`config.mk`:
```
export PLATFORM = sky130hd
export DESIGN_NAME = param_regfile_clr
export DESIGN_NICKNAME = d
export VERILOG_FILES = /design/src/rtl/regfile_pkg.sv /design/src/rtl/regfile_clr_seq.sv /design/src/rtl/param_regfile_clr.sv
export SDC_FILE = /design/constraint.sdc
export NUM_CORES = 1
export LEC_CHECK = 0
export CAP_MARGIN = 25
export CORE_UTILIZATION = 51
export CTS_CLUSTER_SIZE = 30
export DETAILED_ROUTE_END_ITERATION = 8
export GPL_TIMING_DRIVEN = 0
export HOLD_SLACK_MARGIN = 0.08
export PLACE_DENSITY = 0.8
export SLEW_MARGIN = 20
export SYNTH_ARGS = -nofsm -noshare
export SYNTH_HDL_FRONTEND = slang
export SYNTH_HIERARCHICAL = 1
export SYNTH_SLANG_ARGS = --single-unit
```
`constraint.sdc`:
```
create_clock -name clk -period 2.9 [get_ports clk]
set_clock_uncertainty 0.05 [all_clocks]
set_input_delay 0.435 -clock clk [delete_from_list [all_inputs] [get_ports clk]]
set_output_delay 0.435 -clock clk [all_outputs]
set_load 0.05 [all_outputs]
```
`src/rtl/regfile_pkg.sv`:
```
// Shared types and helpers for the parametrised register file with hardware clear.
package regfile_pkg;

  typedef enum logic [1:0] {
    IDLE  = 2'd0,
    CLEAR = 2'd1,
    DONE  = 2'd2
  } clr_state_t;

  localparam int unsigned MAX_WIDTH = 64;

  // Even parity: the returned bit makes the total count of ones even.
  // Callers zero-extend to MAX_WIDTH, which leaves the parity unchanged.
  function automatic logic even_parity(input logic [MAX_WIDTH-1:0] v);
    return ^v;
  endfunction

endpackage

```
`src/rtl/regfile_clr_seq.sv`:
```
// Clear sequencer: walks every entry once, writing zero, then idles for one cycle.
// Blocks port writes for the whole CLEAR and DONE window.
module regfile_clr_seq
  import regfile_pkg::*;
#(
  parameter  int unsigned DEPTH = 20,
  localparam int unsigned AW    = $clog2(DEPTH)
) (
  input  logic          clk,
  input  logic          rst_n,
  input  logic          clr_req,
  output logic          clr_busy,
  output logic          clr_we_c,
  output logic [AW-1:0] clr_addr_c,
  output logic          wr_block_c
);

  localparam logic [AW-1:0] LAST = AW'(DEPTH - 1);

  clr_state_t    state, state_d;
  logic [AW-1:0] ptr, ptr_d;

  always_ff @(posedge clk or negedge rst_n) begin
    if (!rst_n) begin
      state    <= IDLE;
      ptr      <= '0;
      clr_busy <= 1'b0;
    end else begin
      state    <= state_d;
      ptr      <= ptr_d;
      clr_busy <= (state_d == CLEAR);
    end
  end

  // Next state and storage-side controls; clr_req is only honoured in IDLE.
  always_comb begin
    state_d    = state;
    ptr_d      = ptr;
    clr_we_c   = 1'b0;
    clr_addr_c = ptr;
    wr_block_c = (state != IDLE);
    unique case (state)
      IDLE: begin
        if (clr_req) begin
          state_d = CLEAR;
          ptr_d   = '0;
        end
      end
      CLEAR: begin
        clr_we_c = 1'b1;
        if (ptr == LAST) begin
          state_d = DONE;
          ptr_d   = '0;
        end else begin
          ptr_d = ptr + AW'(1);
        end
      end
      DONE:    state_d = IDLE;
      default: state_d = IDLE;
    endcase
  end

endmodule

```
`src/rtl/param_regfile_clr.sv`:
```
// Parametrised register file: one write port, registered read port, flat image
// output and a hardware clear sequencer. Optional parity via REGFILE_PARITY_EN.
module param_regfile_clr
  import regfile_pkg::*;
#(
  parameter  int unsigned DEPTH = 20,
  parameter  int unsigned WIDTH = 8,
  localparam int unsigned AW    = $clog2(DEPTH)
) (
  input  logic                   clk,
  input  logic                   rst_n,
  input  logic                   wr_en,
  input  logic [AW-1:0]          wr_addr,
  input  logic [WIDTH-1:0]       wr_data,
  input  logic                   rd_en,
  input  logic [AW-1:0]          rd_addr,
  output logic [WIDTH-1:0]       rd_data,
  output logic                   rd_valid,
  output logic                   err,
  input  logic                   clr_req,
  output logic                   clr_busy,
`ifdef REGFILE_PARITY_EN
  output logic                   par_err,
`endif
  output logic [DEPTH*WIDTH-1:0] all_data
);

`ifdef REGFILE_PARITY_EN
  localparam int unsigned SW = WIDTH + 1;
`else
  localparam int unsigned SW = WIDTH;
`endif
  localparam logic [AW:0] DEPTH_L = (AW+1)'(DEPTH);

  logic [SW-1:0] mem [DEPTH];

  logic          clr_we_c;
  logic [AW-1:0] clr_addr_c;
  logic          wr_block_c;
  logic          wr_in_range_c;
  logic          rd_in_range_c;
  logic          wr_commit_c;
  logic          err_c;
  logic [SW-1:0] wr_word_c;
  logic [SW-1:0] rd_word_c;

  regfile_clr_seq #(
    .DEPTH(DEPTH)
  ) u_clr_seq (
    .clk       (clk),
    .rst_n     (rst_n),
    .clr_req   (clr_req),
    .clr_busy  (clr_busy),
    .clr_we_c  (clr_we_c),
    .clr_addr_c(clr_addr_c),
    .wr_block_c(wr_block_c)
  );

  assign wr_in_range_c = ({1'b0, wr_addr} < DEPTH_L);
  assign rd_in_range_c = ({1'b0, rd_addr} < DEPTH_L);
  assign wr_commit_c   = wr_en & wr_in_range_c & ~wr_block_c;
  assign err_c         = (wr_en & (~wr_in_range_c | wr_block_c)) | (rd_en & ~rd_in_range_c);
  assign rd_word_c     = rd_in_range_c ? mem[rd_addr] : '0;

`ifdef REGFILE_PARITY_EN
  assign wr_word_c = {even_parity(MAX_WIDTH'(wr_data)), wr_data};
`else
  assign wr_word_c = wr_data;
`endif

  // Storage; the sequencer and port writes never overlap because writes are blocked while clearing.
  always_ff @(posedge clk or negedge rst_n) begin
    if (!rst_n) begin
      for (int unsigned i = 0; i < DEPTH; i++) mem[i] <= '0;
    end else if (clr_we_c) begin
      mem[clr_addr_c] <= '0;
    end else if (wr_commit_c) begin
      mem[wr_addr] <= wr_word_c;
    end
  end

  // Read port samples pre-write contents, giving read-before-write on a shared address.
  always_ff @(posedge clk or negedge rst_n) begin
    if (!rst_n) begin
      rd_data  <= '0;
      rd_valid <= 1'b0;
      err      <= 1'b0;
    end else begin
      rd_valid <= rd_en;
      err      <= err_c;
      if (rd_en) rd_data <= rd_word_c[WIDTH-1:0];
    end
  end

`ifdef REGFILE_PARITY_EN
  always_ff @(posedge clk or negedge rst_n) begin
    if (!rst_n) begin
      par_err <= 1'b0;
    end else begin
      par_err <= rd_en & rd_in_range_c &
                 (even_parity(MAX_WIDTH'(rd_word_c[WIDTH-1:0])) != rd_word_c[WIDTH]);
    end
  end
`endif

  for (genvar i = 0; i < DEPTH; i++) begin : g_img
    assign all_data[i*WIDTH +: WIDTH] = mem[i][WIDTH-1:0];
  end

endmodule
```
Word level (Yosys, flattened, before mapping) --
Index checks and enable logic that the tools add are counted.
Cells by class: $lt $le $gt $ge 7, add/subtract/negate cells 1, equal/unequal tests 4, bitwise operators 14, reductions and logical operators 7, muxes and demuxes 18
Operators by type and width (count):
- 160-bit two-way mux | 2
- 160-bit AND | 1
- 160-bit bitwise mux | 1
- 160-bit NOT | 1
- 8-bit demux with 5-bit select | 2
- 8-bit binary-select mux with 5-bit select | 1
- 8-bit two-way mux | 5
- 6-bit greater-or-equal comparator, second input constant | 3
- 5-bit NOT with 6-bit output | 3
- 6-bit by 1-bit < comparator with 1-bit output, second input constant | 2
- 5-bit < comparator, second input constant | 2
- 5-bit two-way mux | 2
- 5-bit case mux with 2 select lines | 1
- 2-bit nonzero test | 3
- 5-bit by 1-bit adder with 5-bit output, second input constant | 1
- 5-bit equality test, second input constant | 1
- 1-bit AND | 4
- 2-bit by 1-bit equality test with 1-bit output, second input constant | 2
- 2-bit two-way mux | 2
- 2-bit case mux with 2 select lines | 1
- 1-bit NOT | 3
- 1-bit logical AND | 2
- 2-bit zero test | 1
- 2-bit inequality test, second input constant | 1
- other kinds (3) | 4
Word-level totals: bits of input ports 23, logic and storage cells 77, output and inout port bits 171, flip-flop bits (word level) 178

Longest topological paths before layout --
Gate-level depths: netlist (run 1).
depth in word-level cells 8, mapped depth 7, depth with buffers taken out 5

Hierarchy --
Netlist (run 1), hierarchy kept.
Modules (own cells, without submodules):
- param_regfile_clr | seq. area each 4254.1 um2, instances 1, area each 8510.7 um2, cells each 755
- regfile_clr_seq | seq. area each 200.2 um2, instances 1, area each 387.9 um2, cells each 35

Worst setup path before layout (run 1) --
Ideal clock, no wire load.
kind reg-to-reg, start point register u_clr_seq.state[0], end point register mem, in the netlist all_data[100], buffers on the path 1, cell stages (with the launch flop) 7, library setup time 0.080 ns, required time 2.770 ns, arrival time 1.863 ns, clock period less this slack 1.993 ns, path slack 0.907 ns, cells stage by stage dfrtp_1 nor2b_1 nand2b_1 nor4b_4 and4b_1 buf_6 mux2i_1
On the way: elaborated cells on any way between the ends 7, classes of those cells eq/ne (1); mux (2); bitwise (2); reduce/logical (2)
RTL lines:
- start: declaration | line regfile_clr_seq.sv:20 | clr_state_t state, state_d;
- start signal: assignment | line regfile_clr_seq.sv:29 | state <= state_d;
- 2-bit by 1-bit equality test with 1-bit output (*) | line regfile_clr_seq.sv:42 | unique case (state)
- 1-bit two-way mux (*) | line regfile_clr_seq.sv:42
- named net clr_we_c | line param_regfile_clr.sv:37 | logic clr_we_c;
- 160-bit two-way mux or 2-bit nonzero test (tied branches)
- end signal: indexed assignment | line param_regfile_clr.sv:78 | mem[wr_addr] <= wr_word_c;
- end: declaration | line param_regfile_clr.sv:35 | logic [SW-1:0] mem [DEPTH];
Mark *: on every way through the listed nets, which the timed path passes. The rest lies on a longest branch. A chain may end at the register's enable or synchronous reset.

Final worst setup path (run 1) --
start point register u_clr_seq.state[0], end point register mem, in the netlist all_data[132]
The elaborated chain is that of the path after synthesis.

==> flow_summary_export.csv, run 1 <==
group,metric,value,unit
status,status,"complete, no violations",
setup_path,cp_common_cell,"nand2_1",
timing,fmaxAchievable,376,MHz
power,power.internal,7.65,mW
placed_design,place_hpwl,20400,µm
floorplanning,die-area,0.0180,mm²
route,vias,7351,
setup_path,critical_path.cell_chain,"nor2b_1, nor3b_1, nand2_1, nand2_1, mux2i_1",
global_route,grt_pass1_wl,43300,µm
power,power,15.2,mW
clock_network,cts_setup_buffers,0,
global_route,grt_max_degree,96,
floorplanning,initial_utilization,52.9,%
setup_path,crit_path_end_kind,"register",
setup_path,cp_max_fo,9,
clock_network,cts_tree,"yes",
setup_path,r2r_slack,0.24,ns
cells_and_area,drive_gt1_share,8.40,%
hold_path,min_to,"rd_valid$_DFF_PN0_",
synth,ys.flop_type,"dfrtp_1",
route,ant_nets,0,
clock_network,cts_sinks,178,
synth,ys_async_sr_fraction,100,%
clock_network,cts_resized,0,
cells_and_area,area_delta_synth_final,31.7,%
setup_path,startpoint_type,"register",
setup_path,worstSetupPathType,"register to register",
timing,slew_viol_final,0,
synth,synthTopCellsByCount,"232 x mux2i_1, 184 x nand2_1, 178 x dfrtp_1",
power,peakVddDrop,0.843,mV
floorplanning,ioPinCount,194,
floorplanning,fp-row-count,47,
floorplanning,die_x,134,µm
hold_path,hp-start,"rd_en",
hold_path,min_path_cells,1,
timing,hold_violations,0,
synth,synth.ff_latch_count,178,
global_route,grt_use_total,32.7,%
setup_path,r2r_cells,5,
timing,hold_ws,0.446,ns
global_route,grt_overflow,0,
timing,maxSlewHeadroom,36.5,%
cells_and_area,filler_cell_count,1291,
route,drc,0,
power,sw_frac_of_total,49.5,%
synth,syn_avg_cell_area,11.3,µm²
synth,yosys.cell_count.top_type,"mux2i_1",
synth,ys_types,43,
timing,period_share,91.6,%
synth,synthCells,790,
power,p_clk_share,16.2,%
route,wl_per_cell,23.2,µm
clock_network,cts_buffers,17,
synth,yosys-top-cells-area,"dfrtp_1 50%, mux2i_1 26%, nand2_1 7.8%",
setup_path,slowest_delay,0.83,ns
run,cap_violations,0,
power,combPwrFrac,53.1,%
synth,synth_area,0.00890,mm²
clock_network,clk_pin_slew,0.07,ns
cells_and_area,finish.utilization,69.7,%
power,leakage,5.99,nW
power,p_per_area,1290,mW/mm²
route,drt_iter0_markers,577,
floorplanning,core_area,0.0168,mm²
synth,synth_warnings,6,
clock_network,cts-htree-levels,4,
power,pwr-share-seq,30.6,%
timing,min_period,2.66,ns
placed_design,gp_congestion,0.911,
setup_path,arrival,2.86,ns
timing,rsz0062_at_grt,"no",
timing,tightest_slew,0.953,ns
setup_path,critPathSlowestCell,"nor3b_1",
setup_path,worst_ep_required_time,3.10,ns
synth,synth_edf_count,0,
power,switching_power,7.50,mW
cells_and_area,finalNetCount,1023,
clock_network,cts_buffer_depth,2,
global_route,antenna_found_initial,0,
setup_path,r2r_start,"u_clr_seq/state[0]$_DFF_PN0_",
setup_path,timing.rr.end,"all_data[132]$_DFFE_PN0P_",
placed_design,numPortBuffers,188,
clock_network,clock_latency,0.43,ns
route,dr.pass1.iters,5,
hold_path,hp-class,"input pin to register",
synth,seq_area_frac_synth,50.1,%
floorplanning,fp.dieH,134,µm
synth,synth_top_area_share,50.1,%
synth,syn_nets,814,
timing,final.setup.tns,0,ns
route,via_per_inst,5.97,
route,drt-total-wl,28600,µm
clock_network,root_buffer,"clkbuf_16",
cells_and_area,num_antenna_cells,0,
global_route,grt_pass1_vias,7248,
timing,setup_viol,0,
synth,synth_top_area_cell,"dfrtp_1",
worst max-delay path, delay by kind of cell, from the launching register on:
kind             cells  cell delay [ns]
flip-flops           1             0.44
multiplexers         1             0.11
AND/OR/NAND/NOR      4             1.88
final cells by class:
type / count / area (µm²) / area share (%)
Sequential cell: 178 / 4450 / 38.0
Multi-Input combinational cell: 561 / 4200 / 35.8
Timing Repair Buffer: 190 / 1920 / 16.4
Clock buffer: 18 / 439 / 3.75
Tap cell: 220 / 275 / 2.35
Buffer: 42 / 213 / 1.81
Clock inverter: 14 / 186 / 1.59
Inverter: 9 / 33.8 / 0.288
cell usage in the layout (no fill, tap or decap), types with 3 or more instances in the layout:
master,netlist,final
a21oi_1,4,4
a22oi_1,8,8
a31oi_1,6,6
and3b_1,3,3
and4b_1,3,3
buf_2,8,8
buf_4,4,4
buf_6,4,4
bufinv_16,0,4
clkbuf_1,24,24
clkbuf_16,0,17
clkdlybuf4s50_1,0,187
clkinv_2,0,5
dfrtp_1,178,178
inv_1,9,9
mux2i_1,232,232
mux4_2,8,8
nand2_1,184,184
nand2_2,16,16
nand2b_1,5,5
nand3b_1,4,4
nor2_1,10,10
nor2b_1,3,3
nor3_1,4,4
nor3b_1,8,8
nor4_4,3,3
o211ai_1,9,9
o21ai_0,6,6
o221ai_1,8,8
o22ai_1,14,14
or3b_2,4,4
how the worst max path moves through the flow:
stage | to | slack, ns | cells past startpoint | startpoint
final | all_data[132]$_DFFE_PN0P_ | 0.24 | 5 | u_clr_seq/state[0]$_DFF_PN0_
after global routing | all_data[103]$_DFFE_PN0P_ | 0.12 | 5 | u_clr_seq/state[0]$_DFF_PN0_
after CTS | all_data[132]$_DFFE_PN0P_ | 0.29 | 5 | u_clr_seq/state[0]$_DFF_PN0_
after detailed placement | all_data[153]$_DFFE_PN0P_ | 0.26 | 4 | wr_addr[4]
after global placement | all_data[51]$_DFFE_PN0P_ | -6.06 | 1 | rst_n
after floorplan | all_data[100]$_DFFE_PN0P_ | 0.91 | 6 | u_clr_seq/state[0]$_DFF_PN0_
what timing repair did:
item	4_1_cts	5_1_grt
endpoints found under the setup margin	0	0
hold endpoints to repair	83	0
hold buffers	1	0
flip-flops by register name (all words and copies together), names as in the netlist:
register / count
err: 1
rd_valid: 1
u_clr_seq/clr_addr_c: 5
rd_data: 8
all_data: 160
u_clr_seq/clr_busy: 1
u_clr_seq/state: 2
logic make-up after synthesis:
| family | Yosys count | share of synthesized area [%] |
|---|---|---|
| flip-flops | 178 | 50.1 |
| AO/OA/AOI/OAI | 60 | 4.75 |
| adder cells (fa/ha/maj) | 1 | 0.141 |
| AND/OR/NAND/NOR | 259 | 14.0 |
| multiplexers | 241 | 28.3 |
| buffers and inverters | 51 | 2.77 |
per-stage QoR:
step / worst slack, ns / instances / instance area, µm²
after floorplan: 0.907 / 790 / 8900
after global placement: -6.06 / 1198 / 11100
after detailed placement: 0.261 / 1199 / 11100
after CTS: 0.291 / 1232 / 11700
after global routing: 0.125 / 1232 / 11700
final: 0.242 / 1232 / 11700
power by group through the flow:
| stage | Sequential, mW | Combinational (mW) | Clock [mW] |
|---|---|---|---|
| after floorplan | 7.90 | 1.70 | 0 |
| after global placement | 4.63 | 7.86 | 0 |
| after detailed placement | 4.64 | 8.00 | 0 |
| after CTS | 4.61 | 8.05 | 2.46 |
| after global routing | 4.75 | 8.38 | 2.56 |
| final | 4.65 | 8.05 | 2.46 |
layer usage:
| layer | wire length, µm | global-route usage [%] | share of wire (%) |
|---|---|---|---|
| met1 | 12100 | 44.8 | 42 |
| met2 | 13300 | 50.9 | 47 |
| met3 | 2340 | 7.03 | 8.2 |
| met4 | 872 | 13.2 | 3.0 |
| met5 | 0 | 0 | 0 |
No activity file was read; power rests on OpenSTA's default activity.
==> run 2: changes to the inputs <==
--- a/config.mk
+++ b/config.mk
@@ -6,6 +6,7 @@
 export NUM_CORES = 1
 export LEC_CHECK = 0
 export CAP_MARGIN = 25
+export CORE_MARGIN = 1
 export CORE_UTILIZATION = 51
 export CTS_CLUSTER_SIZE = 30
 export DETAILED_ROUTE_END_ITERATION = 8
==> results of run 2 <==
The final DEF is identical to that of run 1; final timing and power are the same.
